$ cat src/rtl/write_order_scheduler.sv
// write_order_scheduler: per-slave AXI write scheduler. Round-robin AW grant
// that holds until the AW handshake, plus an in-order FIFO of granted master
// indices that steers the W channel until each WLAST beat.
// Optional build macro XBAR_SCHED_STATS_EN adds saturating per-master AW
// handshake counters on port grant_count.
module write_order_scheduler #(
  parameter int unsigned MASTERS           = 2,
  parameter int unsigned SLAVES            = 2,
  parameter int unsigned I_AM_SLAVE_NUMBER = 0,
  parameter int unsigned DEPTH             = 4
) (
  input  logic                                 ACLK,
  input  logic                                 ARESETn,
  input  logic [MASTERS-1:0]                   m_awvalid,
  input  logic [MASTERS*$clog2(SLAVES)-1:0]    m_awdest,
  input  logic                                 s_awready,
  output logic [$clog2(MASTERS)-1:0]           aw_sel,
  output logic                                 aw_sel_valid,
  output logic [MASTERS-1:0]                   m_awready,
  input  logic [MASTERS-1:0]                   m_wvalid,
  input  logic [MASTERS-1:0]                   m_wlast,
  input  logic                                 s_wready,
  output logic [$clog2(MASTERS)-1:0]           w_sel,
  output logic                                 w_sel_valid,
  output logic [MASTERS-1:0]                   m_wready,
  output logic [$clog2(DEPTH+1)-1:0]           outstanding
`ifdef XBAR_SCHED_STATS_EN
  ,
  output logic [MASTERS*16-1:0]                grant_count
`endif
);

  localparam int unsigned MW   = $clog2(MASTERS);
  localparam int unsigned SW   = $clog2(SLAVES);
  localparam int unsigned PW   = $clog2(DEPTH);
  localparam int unsigned PTRW = PW + 1;
  localparam int unsigned OW   = $clog2(DEPTH + 1);

  typedef enum logic {
    IDLE   = 1'b0,
    LOCKED = 1'b1
  } state_e;

  state_e            state_q, state_d;
  logic [MW-1:0]     aw_sel_q, aw_sel_d;
  logic [MW-1:0]     rr_ptr_q, rr_ptr_d;
  logic [PTRW-1:0]   wr_ptr_q, wr_ptr_d;
  logic [PTRW-1:0]   rd_ptr_q, rd_ptr_d;
  logic [MW-1:0]     fifo_mem [DEPTH];

  logic [MASTERS-1:0] req;
  logic [MW-1:0]      rr_cand;
  logic [MW-1:0]      rr_winner;
  logic               rr_found;
  logic               fifo_full;
  logic               fifo_empty;
  logic               aw_push;
  logic               w_pop;
  logic [MW-1:0]      w_head;

  // Requests aimed at this slave
  always_comb begin
    req = '0;
    for (int unsigned i = 0; i < MASTERS; i++) begin
      req[i] = m_awvalid[i] && (m_awdest[i*SW +: SW] == SW'(I_AM_SLAVE_NUMBER));
    end
  end

  // Round-robin pick: first request scanning upward from rr_ptr
  always_comb begin
    rr_cand   = '0;
    rr_winner = '0;
    rr_found  = 1'b0;
    for (int unsigned k = 0; k < MASTERS; k++) begin
      rr_cand = MW'((32'(rr_ptr_q) + k) % MASTERS);
      if (!rr_found && req[rr_cand]) begin
        rr_found  = 1'b1;
        rr_winner = rr_cand;
      end
    end
  end

  // FIFO status and channel handshakes
  always_comb begin
    fifo_empty = (wr_ptr_q == rd_ptr_q);
    fifo_full  = (wr_ptr_q[PW] != rd_ptr_q[PW]) &&
                 (wr_ptr_q[PW-1:0] == rd_ptr_q[PW-1:0]);
    w_head     = fifo_mem[rd_ptr_q[PW-1:0]];
    aw_push    = (state_q == LOCKED) && m_awvalid[aw_sel_q] && s_awready;
    w_pop      = !fifo_empty && s_wready && m_wvalid[w_head] && m_wlast[w_head];
  end

  // AW grant FSM next state; grant is held until the AW handshake
  always_comb begin
    state_d  = state_q;
    aw_sel_d = aw_sel_q;
    rr_ptr_d = rr_ptr_q;
    case (state_q)
      IDLE: begin
        if (rr_found && !fifo_full) begin
          aw_sel_d = rr_winner;
          state_d  = LOCKED;
        end
      end
      LOCKED: begin
        if (aw_push) begin
          state_d  = IDLE;
          rr_ptr_d = (aw_sel_q == MW'(MASTERS - 1)) ? '0 : aw_sel_q + MW'(1);
        end
      end
      default: state_d = IDLE;
    endcase
  end

  // Order FIFO pointer update
  always_comb begin
    wr_ptr_d = wr_ptr_q + PTRW'(aw_push);
    rd_ptr_d = rd_ptr_q + PTRW'(w_pop);
  end

  // State, grant and pointer registers
  always_ff @(posedge ACLK) begin
    if (!ARESETn) begin
      state_q  <= IDLE;
      aw_sel_q <= '0;
      rr_ptr_q <= '0;
      wr_ptr_q <= '0;
      rd_ptr_q <= '0;
    end else begin
      state_q  <= state_d;
      aw_sel_q <= aw_sel_d;
      rr_ptr_q <= rr_ptr_d;
      wr_ptr_q <= wr_ptr_d;
      rd_ptr_q <= rd_ptr_d;
    end
  end

  // Order FIFO storage; contents are discarded on reset via the pointers
  always_ff @(posedge ACLK) begin
    if (aw_push) begin
      fifo_mem[wr_ptr_q[PW-1:0]] <= aw_sel_q;
    end
  end

  // Mux selects and per-master readies
  always_comb begin
    aw_sel       = aw_sel_q;
    aw_sel_valid = (state_q == LOCKED);
    m_awready    = '0;
    if (state_q == LOCKED) begin
      m_awready[aw_sel_q] = s_awready;
    end
    w_sel_valid = !fifo_empty;
    w_sel       = fifo_empty ? '0 : w_head;
    m_wready    = '0;
    if (!fifo_empty) begin
      m_wready[w_head] = s_wready;
    end
    outstanding = OW'(wr_ptr_q - rd_ptr_q);
  end

`ifdef XBAR_SCHED_STATS_EN
  logic [15:0] grant_count_q [MASTERS];
  logic [15:0] grant_count_d [MASTERS];

  // Saturating AW handshake count per master
  always_comb begin
    for (int unsigned i = 0; i < MASTERS; i++) begin
      grant_count_d[i] = grant_count_q[i];
      if (aw_push && (aw_sel_q == MW'(i)) && (grant_count_q[i] != 16'hFFFF)) begin
        grant_count_d[i] = grant_count_q[i] + 16'd1;
      end
    end
  end

  // Counter registers
  always_ff @(posedge ACLK) begin
    for (int unsigned i = 0; i < MASTERS; i++) begin
      if (!ARESETn) begin
        grant_count_q[i] <= '0;
      end else begin
        grant_count_q[i] <= grant_count_d[i];
      end
    end
  end

  // Flatten counters onto the output bus
  always_comb begin
    grant_count = '0;
    for (int unsigned i = 0; i < MASTERS; i++) begin
      grant_count[i*16 +: 16] = grant_count_q[i];
    end
  end
`endif

endmodule

$ cat config.mk
export PLATFORM = sky130hd
export DESIGN_NAME = write_order_scheduler
export DESIGN_NICKNAME = d
export VERILOG_FILES = /design/src/rtl/write_order_scheduler.sv
export SDC_FILE = /design/constraint.sdc
export NUM_CORES = 1
export LEC_CHECK = 0
export CORE_MARGIN = 2
export CORE_UTILIZATION = 44
export DETAILED_ROUTE_END_ITERATION = 8
export PLACE_DENSITY = 0.76
export SYNTH_ARGS = -nofsm -noshare
export SYNTH_HDL_FRONTEND = slang
export SYNTH_SLANG_ARGS = --single-unit
$ cat constraint.sdc
create_clock -name ACLK -period 2.5 [get_ports ACLK]
set_input_delay 0.625 -clock ACLK [delete_from_list [all_inputs] [get_ports ACLK]]
set_output_delay 0.625 -clock ACLK [all_outputs]
set_load 0.1 [all_outputs]
* Word level (Yosys, flattened, before mapping)
Memory sizes are Yosys's and may differ from the RTL's. A register that Yosys moved wholly into a read port is not among the register bits.
Cells that the tools add are included.
** Cells by class
- $add $sub $neg :: 5
- Magnitude comparators :: 6
- Equality and inequality tests :: 3
- Multiplexer cells :: 28
- Bitwise operators :: 5
- Reduce and logical (&&, ||, !) cells :: 17
** Operators with widths (number)
- 1-bit two-way mux :: 22
- 1-bit logical AND :: 12
- 1-bit by 2-bit less-than comparator with 1-bit output (second input constant) :: 4
- 3-bit by 1-bit adder with 3-bit output :: 2
- 2-bit two-way mux :: 3
- 2-bit bitwise AND :: 2
- 2-bit AND reduction :: 2
- 3-bit equality test :: 1
- 1-bit logical NOT :: 3
- 1-bit NOT :: 3
- 3-bit subtractor :: 1
- 1-bit adder (second input constant) :: 2
- 1-bit demux with 1-bit select :: 2
- 2-bit equality test :: 1
- 1-bit greater-or-equal comparator (second input constant) :: 2
- 1-bit one-hot mux with 2 select lines :: 1
- 1-bit != test :: 1
** Storage, ports and cells
- Register bits :: 9
- Memory bits (writable) :: 4
- Input bits :: 12
- Output and inout bits :: 11
- Logic and storage cells :: 70
- Memories kept :: 1
** Memories
- fifo_mem :: depth 4, width 1, read ports 1, clocked after memory_dff 1, write ports 1, line 49 : logic [MW-1:0] fifo_mem [DEPTH];

* Longest topological paths before layout
Gate-level depths: netlist (run 1).
- Depth after elaboration :: 11
- Gate-level depth with buffers :: 8
- Mapped depth without buffers :: 8

* Least setup slack after synthesis (run 1)
Ideal clock, no wire load.
- Kind :: reg-to-output
- Start point :: register wr_ptr_q[0]
- End point :: output outstanding[2]
- Data arrival time :: 2.579 ns
- Required time :: 1.875 ns
- Slack :: -0.704 ns
- Cell stages (with the launch flop) :: 5
- Path buffers :: 0
- Cell sequence :: dfxtp_1 inv_1 ha_1 fa_1 xnor2_1
** Between the ends
- Cells in the longest elaborated chain, start to end :: 1
** RTL lines
- start: declaration :: line 47 : logic [PTRW-1:0] wr_ptr_q, wr_ptr_d;
- start signal: assignment :: line 133 : wr_ptr_q <= wr_ptr_d;
- 3-bit subtractor :: line 159 : outstanding = OW'(wr_ptr_q - rd_ptr_q);
- end: declaration :: line 26 : output logic [$clog2(DEPTH+1)-1:0] outstanding
Every way passes these cells.

* Worst setup path in the final report (run 1)
Same ends and word-level chain as after synthesis.

==> results of run 1 <==
[cells in the mapped netlist, types with 2 or more instances]
master,instances
and2_1,8
ha_1,6
nor2_1,2
inv_1,9
dfxtp_1,9
nand3_1,4
edfxtp_1,4
xnor2_1,2
nor3_1,4
xor2_1,2
o2bb2ai_1,2
nand2_1,4
o21ai_0,2
nor2b_1,3
[flip-flops by register name, summed over array words and instances (netlist names)]
signal	cells
aw_sel_valid	1
fifo_mem	4
rd_ptr_q	3
aw_sel	1
rr_ptr_q	1
wr_ptr_q	3
[layer usage]
metal,global-route usage (%),up-vias
li1,-,306
met1,22.88,267
met2,29.86,20
met3,4.898,4
met4,10.91,0
met5,0,-
[layout make-up]
type                       count  area [µm²]
clock buffer                   4       26.28
fill                         112       407.9
inverter                       9       33.78
multi-input combinational     51       415.4
sequential                    13       300.3
tap                           16       20.02
timing repair buffer          24       320.3
[per-stage QoR]
step	total power [W]	utilization [%]	std cells	setup TNS, ns	area (µm²)
final	0.0005339	73.23	117	0	1116
after global routing	0.0005615	73.23	117	0	1116
after CTS	0.0005392	73.23	117	0	1116
after detailed placement	0.0004108	71.51	113	0	1090
after global placement	0.0004089	71.51	113	0	1090
after floorplan	0.0003478	-	74	-0.09642	753.2
[worst paths after layout]
| check | slack [ns] | to | from | cells past startpoint |
|---|---|---|---|---|
| setup / recovery | 0.10 | outstanding[2] | wr_ptr_q[0] | 5 |
| hold / removal | 0.59 | aw_sel_valid | aw_sel_valid | 2 |
| setup reg to reg | 0.49 | rd_ptr_q[2] | rd_ptr_q[0] | 7 |
| hold reg to reg | 0.59 | aw_sel_valid | aw_sel_valid | 2 |
[power by group]
group          total [W]  leakage [nW]  switching, W  internal [W]
clock           0.000128        0.0150     0.0000666     0.0000619
combinational   0.000168         0.376      0.000104     0.0000637
sequential      0.000237         0.110     0.0000116      0.000226
[cells by family (layout without fill, tap and decap cells)]
logic type,after synthesis,in the layout,synth area share (%)
xor gates and xnor gates,4,4,4.820
and+or+nand+nor,28,28,20.83
buffers and inverters,10,37,5.163
adders and majority gates,7,7,13.08
AOI/OAI and AO/OA,10,10,10.16
muxes,2,2,4.647
DFF,13,13,41.31
[critical path: cells and delay by family (launching register included)]
kind / cells / cell delay [ns]
adders and majority gates: 2 / 0.61
buffers and inverters: 2 / 0.29
DFF: 1 / 0.39
xor gates and xnor gates: 1 / 0.20
==> results.yml, run 1 <==
sta:
  worst_pin_slew_ns: 0.3689
  fin_crit_sh_pct: 95.86
  setup_viol: 0
  min_period_ns: 2.396
  clock.fmax_mhz: 417.3
  slew_viol_final: 0
  holdWs_ns: 0.5865
  slew_headroom_pct: 75.37
  skew_ns: 0.004584
  rsz0062_at_grt: "false"
  hold_viol: 0
  setup_ws_ns: 0.1036
die:
  io_pins: 23
  die_h_um: 44.65
  initial_core_util_pct: 47.70
  die_area_um2: 1993
  coreArea_um2: 1524
  std_cell_rows: 14
  dieWidth_um: 44.65
power_and_ir_drop:
  p_per_area_nw_per_um2: 478.4
  leakagePower_nw: 0.5011
  ir_drop_mv: 0.3176
synth:
  ys_types: 27
  synth-seq-area-share_pct: 41.31
  yosys.area.top_type: "dfxtp_1"
  synth_warnings: 0
  syn_inst: 74
  syn_area_um2: 726.9
  ys.flop_type: "dfxtp_1"
  syn_area_per_cell_um2: 9.824
  synth_nets: 93
  ys_top_cells_by_area: "dfxtp_1, edfxtp_1, ha_1"
  ys_ff_latch: 13
  yosysTopAreaCellShare_pct: 24.78
  async_reset_ff_share_pct: 0
  synth-edff-count: 4
clock_network:
  cts_setup_buffers: 0
  postCtsHoldBufs: 0
  cts_tree: "built"
  h-tree-depth: 1
  clk_path_buf_depth: 2
  clk_latency_ns: 0.28
  numCtsBuffers: 3
  postCtsResizedCells: 0
  clkSinkCount: 13
  cts_root_buf: "clkbuf_4"
  clk_pin_slew_ns: 0.08
route:
  vias: 597
  routed_via_density: 5.103
  drtPass1Iterations: 4
  wl_met2_um: 666
  topRoutingLayerUsed: "met4"
  wl_met1_um: 654
  wl_per_cell_um: 12.26
  wirelength_um: 1435
  drt_iter0_markers: 12
  drc_errors: 0
  wl_met3_um: 85
  ant_nets: 0
critical_path:
  start_kind: "flip-flop"
  slowest_stage: "fa_1"
  critPathKind: "reg2out"
  crit_arrival_ns: 1.77
  crit_required_ns: 1.88
  crit_chain: "inv_1 > ha_1 > fa_1 > xnor2_2 > buf_12"
  crit_fanout: 4
  cp-end-kind: "output port"
  cpPeakStageDelay_ns: 0.40
place:
  portBuffers: 22
  hpwl_um: 1160
  gp_congestion: 0.7650
  preCtsSetupSlack_ns: 0.1794
global_route:
  antenna_found_initial: 0
  grt_pass1_vias: 599
  grt_usage_pct: 18.83
  grt_max_degree: 12
  grt_pass1_wl_um: 2601
  grt_overflow: 0
final_layout:
  area_growth_pct: 53.53
  drive_gt1_share_pct: 26.73
  layout_commonest_cell: "clkdlybuf4s50_1"
  layout.cells.most_common_list: "clkdlybuf4s50_1, inv_1, dfxtp_1, buf_12, and2_1"
  antenna_cells: 0
  nNetsFinal: 121
hold_path:
  hp-class: "reg2reg"
outcome:
  status: "finished, final reports clean"
flow_run:
  cap_violations: 0
(Power assumes the default switching activity.)
==> run 2, diff against run 1 <==
CORE_MARGIN = not set   (was 2)
==> run 2 against run 1 <==
Against the previous run: register-to-register slack worse by 0.02 ns; critical endpoint unchanged; first-iteration DRC count stayed put; largest cell class unchanged; clock-buffer cell count stayed put; die area is 8.8% lower; core utilization stayed put; clock skew is 0.00050 ns lower; clock power is 4% lower; global-route usage is 0.92 points lower.
==> results.yml, run 2 (synthesis results as in run 1) <==
outcome:
  status: "finished, final reports clean"
sta:
  hold_viol: 0
  skew_ns: 0.004083
  worst_pin_slew_ns: 0.3637
  fin_crit_sh_pct: 95.92
  min_period_ns: 2.398
  setup_viol: 0
  holdWs_ns: 0.5910
  setup_ws_ns: 0.1021
  slew_headroom_pct: 75.45
  slew_viol_final: 0
  rsz0062_at_grt: "false"
  clock.fmax_mhz: 417.0
final_layout:
  fillerInstances: 103
  multiInputGateArea_um2: 415.4
  layout.cells.most_common_list: "clkdlybuf4s50_1, inv_1, dfxtp_1, buf_12, and2_1"
  antenna_cells: 0
  layout_commonest_cell: "clkdlybuf4s50_1"
  largest_reg_flops: 4
  postLayoutCoreUtil_pct: 73.23
  regArea_um2: 300.3
  area_growth_pct: 53.53
  drive_gt1_share_pct: 26.73
  nNetsFinal: 121
critical_path:
  start_kind: "flip-flop"
  crit_required_ns: 1.88
  crit_fanout: 4
  r2r_cells: 7
  critPathKind: "reg2out"
  crit_arrival_ns: 1.77
  cp-end-kind: "output port"
clock_network:
  clk_latency_ns: 0.27
  cts_tree: "built"
  clkSinkCount: 13
  cts_root_buf: "clkbuf_4"
  clk_pin_slew_ns: 0.07
  h-tree-depth: 1
  postCtsHoldBufs: 0
  clk_path_buf_depth: 2
  numCtsBuffers: 3
route:
  ant_nets: 0
  drtPass1Iterations: 5
  drc_errors: 0
  wl_per_cell_um: 11.96
  routed_via_density: 5.376
  wirelength_um: 1399
  drt_iter0_markers: 12
  vias: 629
power_and_ir_drop:
  p_per_area_nw_per_um2: 474.6
  p_total_w: 0.0005297
  ir_drop_mv: 0.3661
  leakagePower_nw: 0.5011
global_route:
  grt_max_degree: 12
  grt_overflow: 0
  grt_pass1_vias: 617
  antenna_found_initial: 0
  grt_pass1_wl_um: 2435
  grt_usage_pct: 17.91
die:
  coreArea_um2: 1524
  dieWidth_um: 42.65
  initial_core_util_pct: 47.70
  io_pins: 23
  std_cell_rows: 14
  die_h_um: 42.65
  die_area_um2: 1819
place:
  portBuffers: 22
  gp_congestion: 0.7566
  preCtsSetupSlack_ns: 0.1734
  hpwl_um: 1127
hold_path:
  min_path_cells: 2
  hp-class: "reg2reg"
flow_run:
  cap_violations: 0
## run 2: cell counts in the layout (fill, tap and decap cells not counted)
No cell type changed its count.
## run 2: final cells by class
type	instances	share of cell area, %
clock buffers	4	2.354
inverters	9	3.027
multi-input cells	51	37.22
flip-flops and latches	13	26.91
well taps	16	1.794
repair buffers	24	28.70
## run 2: worst paths after layout
path | start | endpoint | slack, ns
setup / recovery | wr_ptr_q[0] | outstanding[2] | 0.10
hold / removal | aw_sel_valid | aw_sel_valid | 0.59
setup reg to reg | rd_ptr_q[0] | rd_ptr_q[2] | 0.47
hold reg to reg | aw_sel_valid | aw_sel_valid | 0.59
## run 2: metal layers
metal,GRT usage [%],share of wire (%)
met5,0,0
met4,11.88,1.6
met3,2.586,3.5
met2,30.00,49
met1,20.82,45
## run 2: power by group
| group | switching, W | internal (W) |
|---|---|---|
| Combinational | 0.000105 | 0.0000637 |
| Clock | 0.0000616 | 0.0000617 |
| Sequential | 0.0000116 | 0.000226 |
## run 2: metrics by stage
stage	cells	instance area (µm²)	setup TNS (ns)
after floorplan	74	753.2	-0.09642
after global placement	113	1090	0
after detailed placement	113	1090	0
after CTS	117	1116	0
after global routing	117	1116	0
final	117	1116	0
## run 2: repair_timing
action                                  4_1_cts  5_1_grt
endpoints found under the setup margin        0        1
resized for setup                             0        0
buffers inserted                              0        0
## run 2: critical path: stages, from the launching register on
cell and delay, ns:
dfxtp_1 0.38, inv_1 0.09, ha_1 0.21, fa_1 0.40, xnor2_2 0.21, buf_12 0.21
==> run 3, diff against run 2 <==
CORE_UTILIZATION = 47   (was 44)
CTS_BUF_LIST = sky130_fd_sc_hd__clkbuf_2   (was not set)
PLACE_DENSITY = 0.81   (was 0.76)
SETUP_SLACK_MARGIN = 0.1   (was not set)
==> run 3 against run 2 <==
Against the previous run: core utilization grew 9.5 points; power decreased by 2.9%; fmax increased by 3.3%; clock power is 16% lower; clock skew rose by 0.0044 ns; cell count is 0.85% lower; critical path depth stayed put.
==> results.yml, run 3 (synthesis results as in run 1) <==
final_layout:
  multiInputGateArea_um2: 432.9
  layout_commonest_cell: "clkdlybuf4s50_1"
  fillerInstances: 80
  nNetsFinal: 121
  area_growth_pct: 55.42
  antenna_cells: 0
  largest_reg_flops: 4
  layout.cells.most_common_list: "clkdlybuf4s50_1, inv_1, buf_12"
  postLayoutCoreUtil_pct: 82.69
  layout.cells.non_filler: 116
  regArea_um2: 304.0
  drive_gt1_share_pct: 32.67
power_and_ir_drop:
  p_switching_w: 0.0001805
  ir_drop_mv: 0.3596
  p_per_area_nw_per_um2: 455.2
  p_comb_share_pct: 33.7
  p_int_w: 0.0003338
  p_clk_share_pct: 20.1
  seqPwrFrac_pct: 46.3
  leakagePower_nw: 0.5079
  switching_share_pct: 35.09
sta:
  skew_ns: 0.008501
  hold_viol: 0
  worst_pin_slew_ns: 0.3283
  min_period_ns: 2.322
  slew_headroom_pct: 77.84
  fin_crit_sh_pct: 92.89
  rsz0062_at_grt: "false"
  clock.fmax_mhz: 430.6
  setup_viol: 0
  slew_viol_final: 0
hold_path:
  hp-class: "reg2reg"
clock_network:
  clk_pin_slew_ns: 0.12
  cts_root_buf: "clkbuf_2"
  numCtsBuffers: 3
  clk_path_buf_depth: 2
  h-tree-depth: 1
  postCtsHoldBufs: 0
  clkSinkCount: 13
  cts_tree: "built"
  clk_latency_ns: 0.25
route:
  drc_errors: 0
  routed_via_density: 5.440
  vias: 631
  drtPass1Iterations: 4
  wirelength_um: 1579
  wl_per_cell_um: 13.61
  ant_nets: 0
  drt_iter0_markers: 11
die:
  std_cell_rows: 13
  die_h_um: 41.33
  dieWidth_um: 41.33
  coreArea_um2: 1366
  io_pins: 23
  initial_core_util_pct: 53.21
  die_area_um2: 1708
critical_path:
  start_kind: "input pin"
  slowest_stage: "clkdlybuf4s50_1"
  crit_required_ns: 1.88
  crit_family: "buffers and inverters"
  crit_fanout: 3
  worst-path-buf-inv: 3
  cpPeakStageDelay_ns: 0.45
  critPathKind: "in2out"
  crit_arrival_ns: 1.70
  crit_chain: "clkdlybuf4s50_1 > inv_1 > a31o_2 > nor2b_4 > buf_12"
  cp-end-kind: "output port"
  reg2reg_slack_ns: 0.44
flow_run:
  cap_violations: 0
place:
  placed_cells_incl_taps: 112
  gp_congestion: 0.7354
  portBuffers: 22
  hpwl_um: 1310
global_route:
  grt.met3_usage_pct: 2.660
  busiest_layer: "met2"
  antenna_found_initial: 0
  grt_overflow: 0
  grt_pass1_vias: 583
  grtUsageMet1_pct: 27.24
  grt_max_degree: 12
  grt_pass1_wl_um: 2366
  grt_usage_pct: 21.77
  groute.layer.met2.usage_pct: 36.72
outcome:
  status: "finished, final reports clean"
[run 3: worst reg2reg max path, delay by kind of cell, from the launching register on]
family | cells | cell delay [ns]
mux | 1 | 0.59
fa+ha+maj | 2 | 0.32
compound gates | 1 | 0.14
flops | 1 | 0.40
xor+xnor | 1 | 0.15
simple gates | 2 | 0.42
[run 3: worst paths after layout]
path	startpoint	endpoint	depth (start not counted)
max	s_wready	m_wready[1]	5
min	aw_sel	fifo_mem[2]	0
max reg2reg	rd_ptr_q[0]	rd_ptr_q[2]	7
min reg2reg	aw_sel	fifo_mem[2]	0
[run 3: what timing repair did]
item,in CTS,in global routing
gates resized for setup,1,3
endpoints found under the setup margin,1,3
pin swaps,1,2
buffers inserted,0,0
cloned,0,0
[run 3: stage by stage]
step	setup WS, ns	instance area, µm²	TNS (ns)	hold slack (ns)	power [W]
6_report	0.1777	1130	0	0.5589	0.0005143
5_1_grt	0.1035	1130	0	0.5676	0.0005332
4_1_cts	0.1189	1124	0	0.5572	0.0005154
3_5_place_dp	0.1681	1102	0	0.5513	0.0004147
3_3_place_gp	0.1943	1102	0	0.5447	0.0004107
2_1_floorplan	-0.1158	767.0	-0.2122	0.5527	0.0003493
[run 3: area by class of cell]
cell class	count	share of cell area, %
multi-input cells	51	38.32
repair buffers	24	28.35
flip-flops and latches	13	26.91
inverters	9	2.990
clock buffers	4	1.772
well taps	15	1.661
[run 3: per-layer routing]
metal | part of all wire (%) | vias up | routed length (µm)
met1 | 44 | 295 | 696
met3 | 3.0 | 6 | 48
met4 | 1.9 | 0 | 30
met5 | 0 | - | 0
li1 | - | 309 | -
met2 | 51 | 21 | 803
[run 3: power by group through the flow]
stage	combinational (W)	clock [W]	sequential [W]
6_report	0.000173	0.000103	0.000238
5_1_grt	0.000182	0.000112	0.000239
4_1_cts	0.000173	0.000105	0.000237
3_5_place_dp	0.000173	0	0.000242
3_3_place_gp	0.000169	0	0.000242
2_1_floorplan	0.0000850	0	0.000264
==> variant 1, RTL diff (config.mk and constraints of run 3) <==
Set the parameter `MASTERS` to 4 (it was 2).
--- a/src/rtl/write_order_scheduler.sv
+++ b/src/rtl/write_order_scheduler.sv
@@ -6,3 +6,3 @@
 module write_order_scheduler #(
-  parameter int unsigned MASTERS           = 2,
+  parameter int unsigned MASTERS           = 4,
   parameter int unsigned SLAVES            = 2,
Ports: changed (8 resized); port bits go from 23 to 37. No check against the original RTL was run, so the function may have changed too.
==> variant 1 against run 3 <==
The run now ends with setup timing left. Cell area grew 63%. Worst setup slack lost 190 ps. Utilization shrank 0.95 points. Routed wire length grew 75%. Combinational power grew 44%. Clock skew grew 7.4 ps. Area after synthesis grew 58%. Fmax shrank 7.5%. Total power grew 44%. Sequential cell count grew 6. Register-to-register slack lost 140 ps. Largest cell class unchanged. Highest routed layer unchanged.
==> variant 1: results (changes against run 3) <==
The flow ran to the end, but the final reports show violations. The final reports fail on setup timing. The area fraction in compound gates after synthesis came out at 0.0688 (-0.0328). Fraction of synthesized cell area in xor and xnor cells: 0.0306 (-0.0176). The dominant delay contributor by cell family on the critical path was simple AND/OR/NAND/NOR gates. The run gives 330 ps (+80 ps) as the clock network latency to the later pin of the worst-skew pair.

For the post-synthesis cell type count, the log shows 35 (+30%). The first-pass GRT wire length was 4510 microns (+90%). By count the netlist is led by dfxtp_1 (11), ha_1 (10), nand2_1 (10), edfxtp_1 (8), inv_1 (8). The routed wire length on met3 is 106 microns (+120%).

The tools report the largest net degree at the start of global routing as 16 (+4). In this run the worst setup path terminates at m_wready[0]. The half-perimeter wire length of the detailed placement result was 2240 microns (+71%); the wire length on met1 was 1170 microns (+68%).

Hold-critical path endpoint: rr_ptr_q[0]. For the total track usage, the log shows 0.235 (+0.0172). For the via count of the first global-routing pass, the log shows 984 (+69%). The logs give 320 uV (-11%) for the peak supply drop and 1890 ps (+190 ps) for the data arrival at the endpoint of the critical path. The clock-pin slew of the registers on the worst-case setup and hold paths was 190 ps (+70 ps). The number of cells on the worst hold path is 2 (+2), and the layout net count is 185 (+53%). For the post-layout worst setup margin, the log shows -11.3 ps (-189 ps). The tools report the number of endpoints failing setup at the final stage as 1 (+1).

The multi-input logic area was 754 sq um (+74%). The placed cell area was 1790 sq um (+62%); the mux contribution to synthesized area was 0.123 (+0.0769). For the final-layout worst hold slack, the log shows 560 ps (+1.07 ps). The met3 track utilization from global routing is 0.0238 (-0.00279), and the highest cell delay on the worst timing path is 470 ps (+20 ps). The count of input and output buffers was 36 (+64%); the tightest slew margin relative to the limit was 0.700 (-0.0786).

The run gives -11.3 ps (-11.3 ps) as the setup TNS. The post-synthesis adder-cell area fraction came out at 0.127 (-0.00417). The number of placed instances with taps included is 174 (+55%), and the number of flip-flops under the largest register name is 8 (+4).

The routability-driven placement congestion ratio was 0.763 (+3.8%). Met2 wire length: 1460 microns (+82%). The average detailed-routed wire length per instance works out to 15.3 microns (+12%).

Flop-to-flop setup slack: 300 ps (-140 ps). The sequential share of the synthesized area was 0.402 (-0.0113); the count of fill cells added during filler insertion was 149 (+86%).
## variant 1: worst min-delay path: stages, from the launching register on
cell and delay (ps):
dfxtp_1 380, nand3_1 70, o21ai_0 80
## variant 1: power by group
part	leakage (nW)	switching (W)	total [W]	internal [W]
Clock	0.0166	0.0000986	0.000141	0.0000424
Combinational	0.586	0.000148	0.000249	0.000101
Sequential	0.169	0.0000163	0.000349	0.000332
## variant 1: repair_timing
| action | 4_1_cts | 5_1_grt |
|---|---|---|
| setup buffers | 3 | 0 |
| gates resized for setup | 4 | 1 |
| endpoints found under the setup margin | 5 | 5 |
| pin swaps | 1 | 0 |
| endpoints found under the hold margin | 0 | 0 |
## variant 1: cell families after synthesis
logic type,count (synthesis)
flops,19
simple gates,45
mux,10
fa+ha+maj,11
buf+inv,9
compound gates,11
xor+xnor,4
## variant 1: final cells by class
class / count / share of cell area
clock buffer: 4 / 0.0109
inverter: 8 / 0.0163
multi-input combinational: 81 / 0.409
sequential: 19 / 0.257
tap: 28 / 0.0190
timing repair buffer: 41 / 0.288
==> variant 2, RTL diff (flow settings as in run 3) <==
Without the edit above. The option `XBAR_SCHED_STATS_EN` is turned on by a define.
--- a/src/rtl/write_order_scheduler.sv
+++ b/src/rtl/write_order_scheduler.sv
@@ -5,2 +5,4 @@
 // handshake counters on port grant_count.
+`define XBAR_SCHED_STATS_EN
+
 module write_order_scheduler #(
Behaviour (old outputs only; new: grant_count): unchanged (Yosys induction, for registers that start in step).
==> variant 2 against run 3 <==
Total power is 140% higher. Sequential cell count is 32 higher. Largest cell class unchanged. Area after synthesis grew to 3.3 times the old value. Cell area grew to 2.8 times the old value. First-iteration DRC count grew to 12 times the old value. Highest routed layer unchanged. Worst setup slack worse by 56 ps. Routed wire length grew to 3.8 times the old value. Critical path type is now reg -> out. Register-to-register slack worse by 60 ps.
==> variant 2: results (changes against run 3) <==
The wire length reported by the detailed router is 5970 microns (+280%). The flow ran to the end, and the final reports show no timing, DRC or antenna violations. Area fraction in compound gates after synthesis: 0.154 (+0.0529). The fraction of synthesized cell area in xor and xnor cells was 0.0148 (-0.0334). The tools report the largest net degree at the start of global routing as 18 (+6). The power dissipated in the clock network came out at 0.000310 W (+200%).

Peak supply drop: 211 uV (-41%). The run gives 0.236 (+0.0184) as the total track usage. The library cell contributing the largest single delay on the critical path was dfxtp_2. The buffer cell driving the clock tree root is clkbuf_2.

The violation count after the first detailed-route iteration was 133 (+122). The logs give 2,157 (+270%) for the via count of the first global-routing pass and 9720 microns (+310%) for the first-pass GRT wire length. For the buffer levels on the longest clock path, the log shows 2 (unchanged). For the clock network latency to the later pin of the worst-skew pair, the log shows 440 ps (+190 ps). The run gives 1.19 nW (+130%) as the leakage power. Sorting the synthesized cells by how often they occur yields dfxtp_1 (41), a21oi_1 (26), nand2_1 (23). Portion of total power attributed to combinational logic: 0.145 (-0.192). The number of search-and-repair iterations in the first detailed-routing pass was 4 (unchanged); the maximum clock skew at final layout was 37.6 ps (+29.1 ps). The total number of vias is 2,401 (+280%), and the data arrival at the endpoint of the critical path is 1750 ps (+50 ps).

The largest fanout of any net on the critical path was 2 (-1); the sequential share of the synthesized area was 0.398 (-0.0154). The pre-CTS worst setup slack is -122 ps (-290 ps), and the clock-pin slew of the registers on the worst-case setup and hold paths is 220 ps (+100 ps). The number of buffers added by the clock tree synthesis step was 5 (+2). The mux contribution to synthesized area is 0.0391 (-0.00734), and the number of H-tree levels is 2 (+1). The run gives 4360 microns (+230%) as the half-perimeter wire length of the detailed placement result. The routability-driven placement congestion ratio came out at 0.873 (+19%). The layout net count was 359 (+200%); the post-synthesis cell type count was 43 (+59%). The count of fill cells added during filler insertion is 402 (+400%), and the tightest slew margin relative to the limit is 0.502 (-0.277). The switching share of power works out to 0.299 (-0.0519). The number of flip-flops under the largest register name came out at 32 (+28). The highest cell delay on the worst timing path came out at 380 ps (-70 ps).

The total count of hold-check failures in the final report came out at 0 (unchanged). After synthesis, the cell types taking the most area are dfxtp_1 (35%), a21oi_1 (5.5%), edfxtp_1 (5.1%). The post-synthesis adder-cell area fraction was 0.0508 (-0.0800); the count of input and output buffers was 54 (+150%).

The share of layout cells above drive strength 1 is 0.322 (-0.00520), and the post-synth net total is 292 (+210%).
variant 2: final timing paths:
path	startpoint	endpoint	slack (ps)	depth (start not counted)
worst max-delay path	wr_ptr_q[0]	outstanding[2]	120	5
worst min-delay path	grant_count_q[0][5]	grant_count_q[0][5]	510	2
worst max register to register	fifo_mem[1]	rd_ptr_q[1]	380	7
worst min register to register	grant_count_q[0][5]	grant_count_q[0][5]	510	2
variant 2: metrics by stage:
step           hold slack [ps]  total power, W  instances  cell area (sq um)
2_1_floorplan              452        0.000865        271               2420
3_3_place_gp               472        0.000931        394               3100
3_5_place_dp               483        0.000934        394               3100
4_1_cts                    514         0.00124        405               3200
5_1_grt                    535         0.00128        406               3210
6_report                   514         0.00123        406               3210
variant 2: critical path: cells and delay by family (launching register included):
family     cells  cell delay [ps]
fa+ha+maj      2              530
buf+inv        2              250
flops          1              380
xor+xnor       1              190
variant 2: area by class of cell:
| cell class | instances | area (sq um) | area share |
|---|---|---|---|
| clock buffers | 5 | 25.0 | 0.00781 |
| well taps | 67 | 83.8 | 0.0262 |
| inverters | 11 | 41.3 | 0.0129 |
| repair buffers | 70 | 666 | 0.208 |
| clock inverters | 3 | 17.5 | 0.00546 |
| multi-input cells | 205 | 1400 | 0.437 |
| flip-flops and latches | 45 | 972 | 0.303 |
variant 2: metal layers:
layer  vias to the layer above  part of all wire  track usage  wire length (microns)
li1                       1159                 -            -                      -
met1                      1139              0.43        0.286                   2570
met2                        92              0.48        0.403                   2890
met3                        11             0.067       0.0649                    402
met4                         0             0.018       0.0828                    106
met5                         -                 0            0                      0
variant 2: timing repair:
item                                    in CTS  in global routing
resized for setup                           12                  1
buffers inserted                             3                  1
endpoints found under the setup margin       5                  5
pin swaps                                    5                  1
